[src/rtl/miniRISC_pkg.sv]
// Shared definitions for the data-memory inspector: FSM state encoding and
// the readout mode codes driven on the mode input.
package miniRISC_pkg;

    typedef enum logic [1:0] {
        IDLE    = 2'd0,
        ISSUE   = 2'd1,
        WAIT    = 2'd2,
        CAPTURE = 2'd3
    } insp_state_t;

    typedef logic [1:0] mode_t;

    localparam mode_t MODE_OFF  = 2'b00;
    localparam mode_t MODE_STEP = 2'b01;
    localparam mode_t MODE_AUTO = 2'b10;

    // True when the mode code is one that can generate reads (11 behaves as off).
    function automatic logic mode_active(input mode_t m);
        logic act;
        case (m)
            MODE_STEP, MODE_AUTO: act = 1'b1;
            MODE_OFF:             act = 1'b0;
            default:              act = 1'b0;
        endcase
        return act;
    endfunction

endpackage

[src/rtl/sync_edge_detect.sv]
// Synchroniser for an asynchronous level (SYNC_STG flops) followed by a
// rising-edge detector producing a one-cycle pulse on clk.
module sync_edge_detect #(
    parameter int SYNC_STG = 2
) (
    input  logic clk,
    input  logic rst,
    input  logic sig,
    output logic rise
);

    logic [SYNC_STG-1:0] sync_reg;
    logic                prev_reg;

    // Shift the raw input through the synchroniser chain; stage 0 sees the async level.
    always_ff @(posedge clk or posedge rst) begin
        if (rst) begin
            sync_reg <= '0;
        end else begin
            sync_reg[0] <= sig;
            for (int i = 1; i < SYNC_STG; i++) begin
                sync_reg[i] <= sync_reg[i-1];
            end
        end
    end

    // Remember the previous synchronised level for edge detection.
    always_ff @(posedge clk or posedge rst) begin
        if (rst) begin
            prev_reg <= 1'b0;
        end else begin
            prev_reg <= sync_reg[SYNC_STG-1];
        end
    end

    assign rise = sync_reg[SYNC_STG-1] & ~prev_reg;

endmodule

[src/rtl/data_mem_inspector.sv]
// Memory readout inspector. Sits between the CPU data port and the data BRAM,
// borrows the port for one ISSUE cycle per read, and latches each word it reads
// into final_result while walking a wrapping pointer through memory.
module data_mem_inspector
    import miniRISC_pkg::*;
#(
    parameter int DATA_W   = 32,
    parameter int ADDR_W   = 10,
    parameter int DEPTH    = 1024,
    parameter int BRAM_LAT = 1,
    parameter int SCAN_DIV = 1000,
    parameter int SYNC_STG = 2
) (
    input  logic              clk,
    input  logic              rst,
    input  logic              button,
    input  logic [1:0]        mode,
    input  logic [ADDR_W-1:0] cpu_addr,
    input  logic              cpu_en,
    input  logic              cpu_we,
    input  logic [DATA_W-1:0] cpu_wdata,
    output logic [ADDR_W-1:0] mem_addr,
    output logic              mem_en,
    output logic              mem_we,
    output logic [DATA_W-1:0] mem_wdata,
    input  logic [DATA_W-1:0] mem_rdata,
    output logic              cpu_stall,
    output logic [DATA_W-1:0] final_result,
    output logic [ADDR_W-1:0] dbg_addr,
    output logic              dbg_valid
);

    localparam int                SCAN_W    = (SCAN_DIV > 1) ? $clog2(SCAN_DIV) : 1;
    localparam logic [SCAN_W-1:0] SCAN_LAST = SCAN_W'(SCAN_DIV - 1);
    localparam logic [ADDR_W-1:0] PTR_LAST  = ADDR_W'(DEPTH - 1);
    // WAIT lasts BRAM_LAT-1 cycles; the counter runs 0..BRAM_LAT-2 inside it.
    localparam logic [1:0]        WAIT_LAST = 2'((BRAM_LAT > 1) ? BRAM_LAT - 2 : 0);

    insp_state_t       state_reg, state_next;
    logic [ADDR_W-1:0] ptr_reg;
    logic              pending_reg, pending_next;
    logic [SCAN_W-1:0] scan_cnt_reg;
    logic [1:0]        wait_cnt_reg, wait_cnt_next;

    logic step_pulse;
    logic step_req;
    logic auto_req;
    logic request;
    logic active;
    logic start;
    logic capture;

    sync_edge_detect #(
        .SYNC_STG (SYNC_STG)
    ) u_button_sync (
        .clk  (clk),
        .rst  (rst),
        .sig  (button),
        .rise (step_pulse)
    );

    assign active   = mode_active(mode);
    assign step_req = (mode == MODE_STEP) && step_pulse;
    assign auto_req = (mode == MODE_AUTO) && (scan_cnt_reg == SCAN_LAST);
    assign request  = step_req || auto_req;

    // Auto-scan divider: free-runs 0..SCAN_DIV-1 in auto mode, parked at 0 otherwise.
    always_ff @(posedge clk or posedge rst) begin
        if (rst) begin
            scan_cnt_reg <= '0;
        end else if (mode != MODE_AUTO) begin
            scan_cnt_reg <= '0;
        end else if (scan_cnt_reg == SCAN_LAST) begin
            scan_cnt_reg <= '0;
        end else begin
            scan_cnt_reg <= scan_cnt_reg + 1'b1;
        end
    end

    // Next-state logic: IDLE -> ISSUE -> (WAIT) -> CAPTURE -> IDLE.
    always_comb begin
        state_next    = state_reg;
        wait_cnt_next = wait_cnt_reg;
        start         = 1'b0;
        capture       = 1'b0;
        unique case (state_reg)
            IDLE: begin
                // A held-over request is only honoured while a reading mode is selected.
                if (request || (pending_reg && active)) begin
                    start      = 1'b1;
                    state_next = ISSUE;
                end
            end
            ISSUE: begin
                wait_cnt_next = '0;
                state_next    = (BRAM_LAT == 1) ? CAPTURE : WAIT;
            end
            WAIT: begin
                if (wait_cnt_reg == WAIT_LAST) begin
                    state_next = CAPTURE;
                end else begin
                    wait_cnt_next = wait_cnt_reg + 2'd1;
                end
            end
            CAPTURE: begin
                capture    = 1'b1;
                state_next = IDLE;
            end
            default: state_next = IDLE;
        endcase
    end

    // One-deep pending flag: holds a request that arrived while busy; extra ones are dropped.
    always_comb begin
        pending_next = pending_reg;
        if (!active || start) begin
            pending_next = 1'b0;
        end else if (request && (state_reg != IDLE)) begin
            pending_next = 1'b1;
        end
    end

    // FSM, wait counter, pending flag and read pointer registers.
    always_ff @(posedge clk or posedge rst) begin
        if (rst) begin
            state_reg    <= IDLE;
            wait_cnt_reg <= '0;
            pending_reg  <= 1'b0;
            ptr_reg      <= '0;
        end else begin
            state_reg    <= state_next;
            wait_cnt_reg <= wait_cnt_next;
            pending_reg  <= pending_next;
            if (capture) begin
                ptr_reg <= (ptr_reg == PTR_LAST) ? '0 : ptr_reg + 1'b1;
            end
        end
    end

    // Capture registers: the dbg_valid pulse coincides with the new final_result value.
    always_ff @(posedge clk or posedge rst) begin
        if (rst) begin
            final_result <= '0;
            dbg_addr     <= '0;
            dbg_valid    <= 1'b0;
        end else begin
            dbg_valid <= capture;
            if (capture) begin
                final_result <= mem_rdata;
                dbg_addr     <= ptr_reg;
            end
        end
    end

    // Port mux: the inspector owns the BRAM port only in ISSUE; otherwise the CPU passes straight through.
    always_comb begin
        mem_addr  = cpu_addr;
        mem_en    = cpu_en;
        mem_we    = cpu_we;
        mem_wdata = cpu_wdata;
        cpu_stall = 1'b0;
        if (state_reg == ISSUE) begin
            mem_addr  = ptr_reg;
            mem_en    = 1'b1;
            mem_we    = 1'b0;
            mem_wdata = '0;
            cpu_stall = 1'b1;
        end
    end

endmodule

[config.mk]
export PLATFORM = sky130hd
export DESIGN_NAME = data_mem_inspector
export DESIGN_NICKNAME = d
export VERILOG_FILES = /design/src/rtl/miniRISC_pkg.sv /design/src/rtl/sync_edge_detect.sv /design/src/rtl/data_mem_inspector.sv
export SDC_FILE = /design/constraint.sdc
export NUM_CORES = 1
export LEC_CHECK = 0
export CAP_MARGIN = 20
export CORE_MARGIN = 4
export CORE_UTILIZATION = 36
export DETAILED_ROUTE_END_ITERATION = 10
export PLACE_DENSITY = 0.82
export SYNTH_ARGS = -nofsm -noshare
export SYNTH_HDL_FRONTEND = slang
export SYNTH_SLANG_ARGS = --single-unit
[constraint.sdc]
create_clock -name clk -period 2.78 [get_ports clk]
set_input_delay 0.556 -clock clk [delete_from_list [all_inputs] [get_ports clk]]
set_output_delay 0.556 -clock clk [all_outputs]
set_load 0.02 [all_outputs]
==> out/metrics.yaml <==
critical_path.endpoint_type: "output port"
pre_cts_ws_ps: 336
cts_made_buffers: 9
cp-endpoint: "cpu_stall"
rows: 34
placedCellCount: 543
multi_input_comb_area_um2: 1450
number_of_antenna_violations_at_the_first_check_in_global_routing: 0
synth.ff_latch_count: 71
regMostFlops: "final_result"
synthesis.instances: 275
fmax_mhz: 377
seq_area_frac_synth_pct: 53.4
die_w_um: 104
r2r-end: "ptr_reg[7]$_DFFE_PP0P_"
globalplace.congestion: 0.739
critical_path.startpoint_type: "flip-flop"
total_met2_wirelength_after_detailed_routing_um: 4120
yosys.area_share.simple_pct: 15.5
worst_slew_margin_rel_pct: 66.2
synth_compound_area_share_pct: 2.33
mostFrequentLayoutCells: "clkdlybuf4s50_1, dfrtp_1, mux2_2"
synth_top_family_by_area: "multiplexers"
first_pass_grt_wire_length_um: 13900
grt_pass1_vias: 2860
num-fill-cells: 734
final-hold-violation-count: 0
p_per_area_nw_per_um2: 1010
via_per_inst: 4.76
muxShareOfSynthArea_pct: 18.0
netlist_area_pre_place_um2: 3330
setup_repair_after_global_routing_missed_its_margin: "false"
sequential_cell_area_um2: 1780
arrival_ps: 2090
ios: 169
initial_utilization_pct: 37.6
power_w: 0.00549
hold_path.class: "flip-flop to flip-flop"
drv.max_cap_violation_count: 0
core-area_um2: 8850
crit_fanout: 34
finalSetupViolCount: 0
total_leakage_power_nw: 2.46
final-max-slew-violation-count: 0
tritoncts: "built"
skew_ps: 7.60
period_needed_ps: 2650
max_slew.worst_pin.slew_ps: 506
largest_register_ff_count: 32
clk_pin_slew_ps: 80
finalNetCount: 537
worst-setup-path-type: "flip-flop to output port"
antenna_diode_instance_count: 0
timing.reg2reg.worst_path_depth: 5
number_of_unique_standard_cell_types_used_by_synthesis: 34
num_vias: 2659
place.port_buffers: 168
drive_gt1_share_pct: 18.2
drt_first_iter_violations: 62
route.met3.wl_um: 755
cts_sinks: 71
area_growth_syn_to_layout_pct: 63.2
grt_start_max_net_pins: 50
finalInstanceArea_um2: 5430
post_synth.cell_area_avg_um2: 12.1
route.top_layer_used: "met4"
drt_pre_antenna_iters: 4
synth_fa_ha_area_share_pct: 3.76
die_y_um: 104
worstReg2RegStart: "state_reg[1]$_DFFE_PP0P_"
setup_tns_ps: 0
syn_nets: 366
layout.cells.most_common: "clkdlybuf4s50_1"
dpl_cell_area_um2: 5160
insertion_delay_ps: 330
finalNonFillerCells: 559
min_from: "u_button_sync.sync_reg[0]$_DFF_PP0_"
route.antenna.remaining_nets: 0
grtUsageTotal_pct: 15.9
floorplan.die_area_um2: 10800
timing.final.crit_share_pct: 95.3
reg2reg_setup_slack_ps: 1030
postLayoutSetupSlackWorst_ps: 131
root_buffer: "clkbuf_8"
synthesis.yosys.warnings: 0
worst_setup_path_startpoint: "state_reg[1]$_DFFE_PP0P_"
drc: 0
route.detailed.wl_per_inst_um: 15.2
vdd_drop_max_uv: 627
dp_hpwl_um: 6560
met1_length_um: 3570
outcome: "finished clean"
cts-htree-levels: 3
share_of_the_synthesized_netlist_area_taken_by_xor_and_xnor_gates_pct: 3.95
aggregate_routed_wire_length_um: 8480
globalRoute.totalOverflow: 0
critical_path_required_ps: 2220
ctsLongestPathBuffers: 2
## stage by stage
step / util, % / hold slack (ps)
floorplan: - / 331
global placement: 58.3 / 336
detailed placement: 58.3 / 342
CTS: 60.8 / 360
global route: 61.3 / 369
finish: 61.3 / 357
## power by group
group / switching, W / internal, W
Combinational: 0.00142 / 0.00156
Sequential: 0.000219 / 0.00138
Clock: 0.000375 / 0.000530
## logic make-up after synthesis
group,Yosys count
adders and majority gates,10
muxes,53
and+or+nand+nor,89
xor gates and xnor gates,15
AOI/OAI and AO/OA,12
DFF,71
buffers and inverters,25
## routing by layer
| metal | global-route usage [%] | up-vias |
|---|---|---|
| li1 | - | 1274 |
| met1 | 17.7 | 1256 |
| met2 | 27.7 | 124 |
| met3 | 7.08 | 5 |
| met4 | 3.99 | 0 |
| met5 | 0 | - |
## how the worst min path moves through the flow
stage	endpoint	cells after the start
final	u_button_sync.sync_reg[1]$_DFF_PP0_	0
after global routing	u_button_sync.sync_reg[1]$_DFF_PP0_	0
after CTS	u_button_sync.sync_reg[1]$_DFF_PP0_	0
after detailed placement	u_button_sync.sync_reg[1]$_DFF_PP0_	0
after global placement	u_button_sync.sync_reg[1]$_DFF_PP0_	0
after floorplan	u_button_sync.sync_reg[1]$_DFF_PP0_	0
## cells in the mapped netlist, drive strengths merged
cell,count,area [µm²]
o31ai,1,7.51
xnor2,6,52.6
nor2b,34,213
clkbuf,6,22.5
o21ai,8,43.8
nand4,7,43.8
mux2i,1,10.0
nand2b,1,6.26
o211ai,1,7.51
buf,6,30.0
a311oi,1,8.76
nor4,1,21.3
and2,1,6.26
nor2,14,52.6
a21bo,1,10.0
nor3b,1,7.51
nand2,11,43.8
xor2,9,78.8
mux2,52,589
inv,13,48.8
nand3b,1,7.51
or2,2,15.0
ha,10,125
nand3,8,40.0
nor3,2,10.0
and4,3,27.5
and3,3,20.0
dfrtp,71,1780
## critical path: stages, from the launching register on
cell and delay [ps]:
dfrtp_1 430, inv_1 110, ha_2 220, buf_12 190, buf_4 200, clkdlybuf4s50_1 620
## area by class of cell
type / instances / area share [%]
clock inverters: 5 / 1.50
well taps: 108 / 2.49
repair buffers: 172 / 33.0
inverters: 13 / 0.899
flip-flops and latches: 71 / 32.7
multi-input cells: 179 / 26.8
clock buffers: 11 / 2.60
## repair_timing
action | CTS | global route
resized for setup | 2 | 18
buffers inserted | 0 | 0
hold buffers | 0 | 0
setup endpoints to repair | 2 | 18
(Power assumes the default switching activity.)
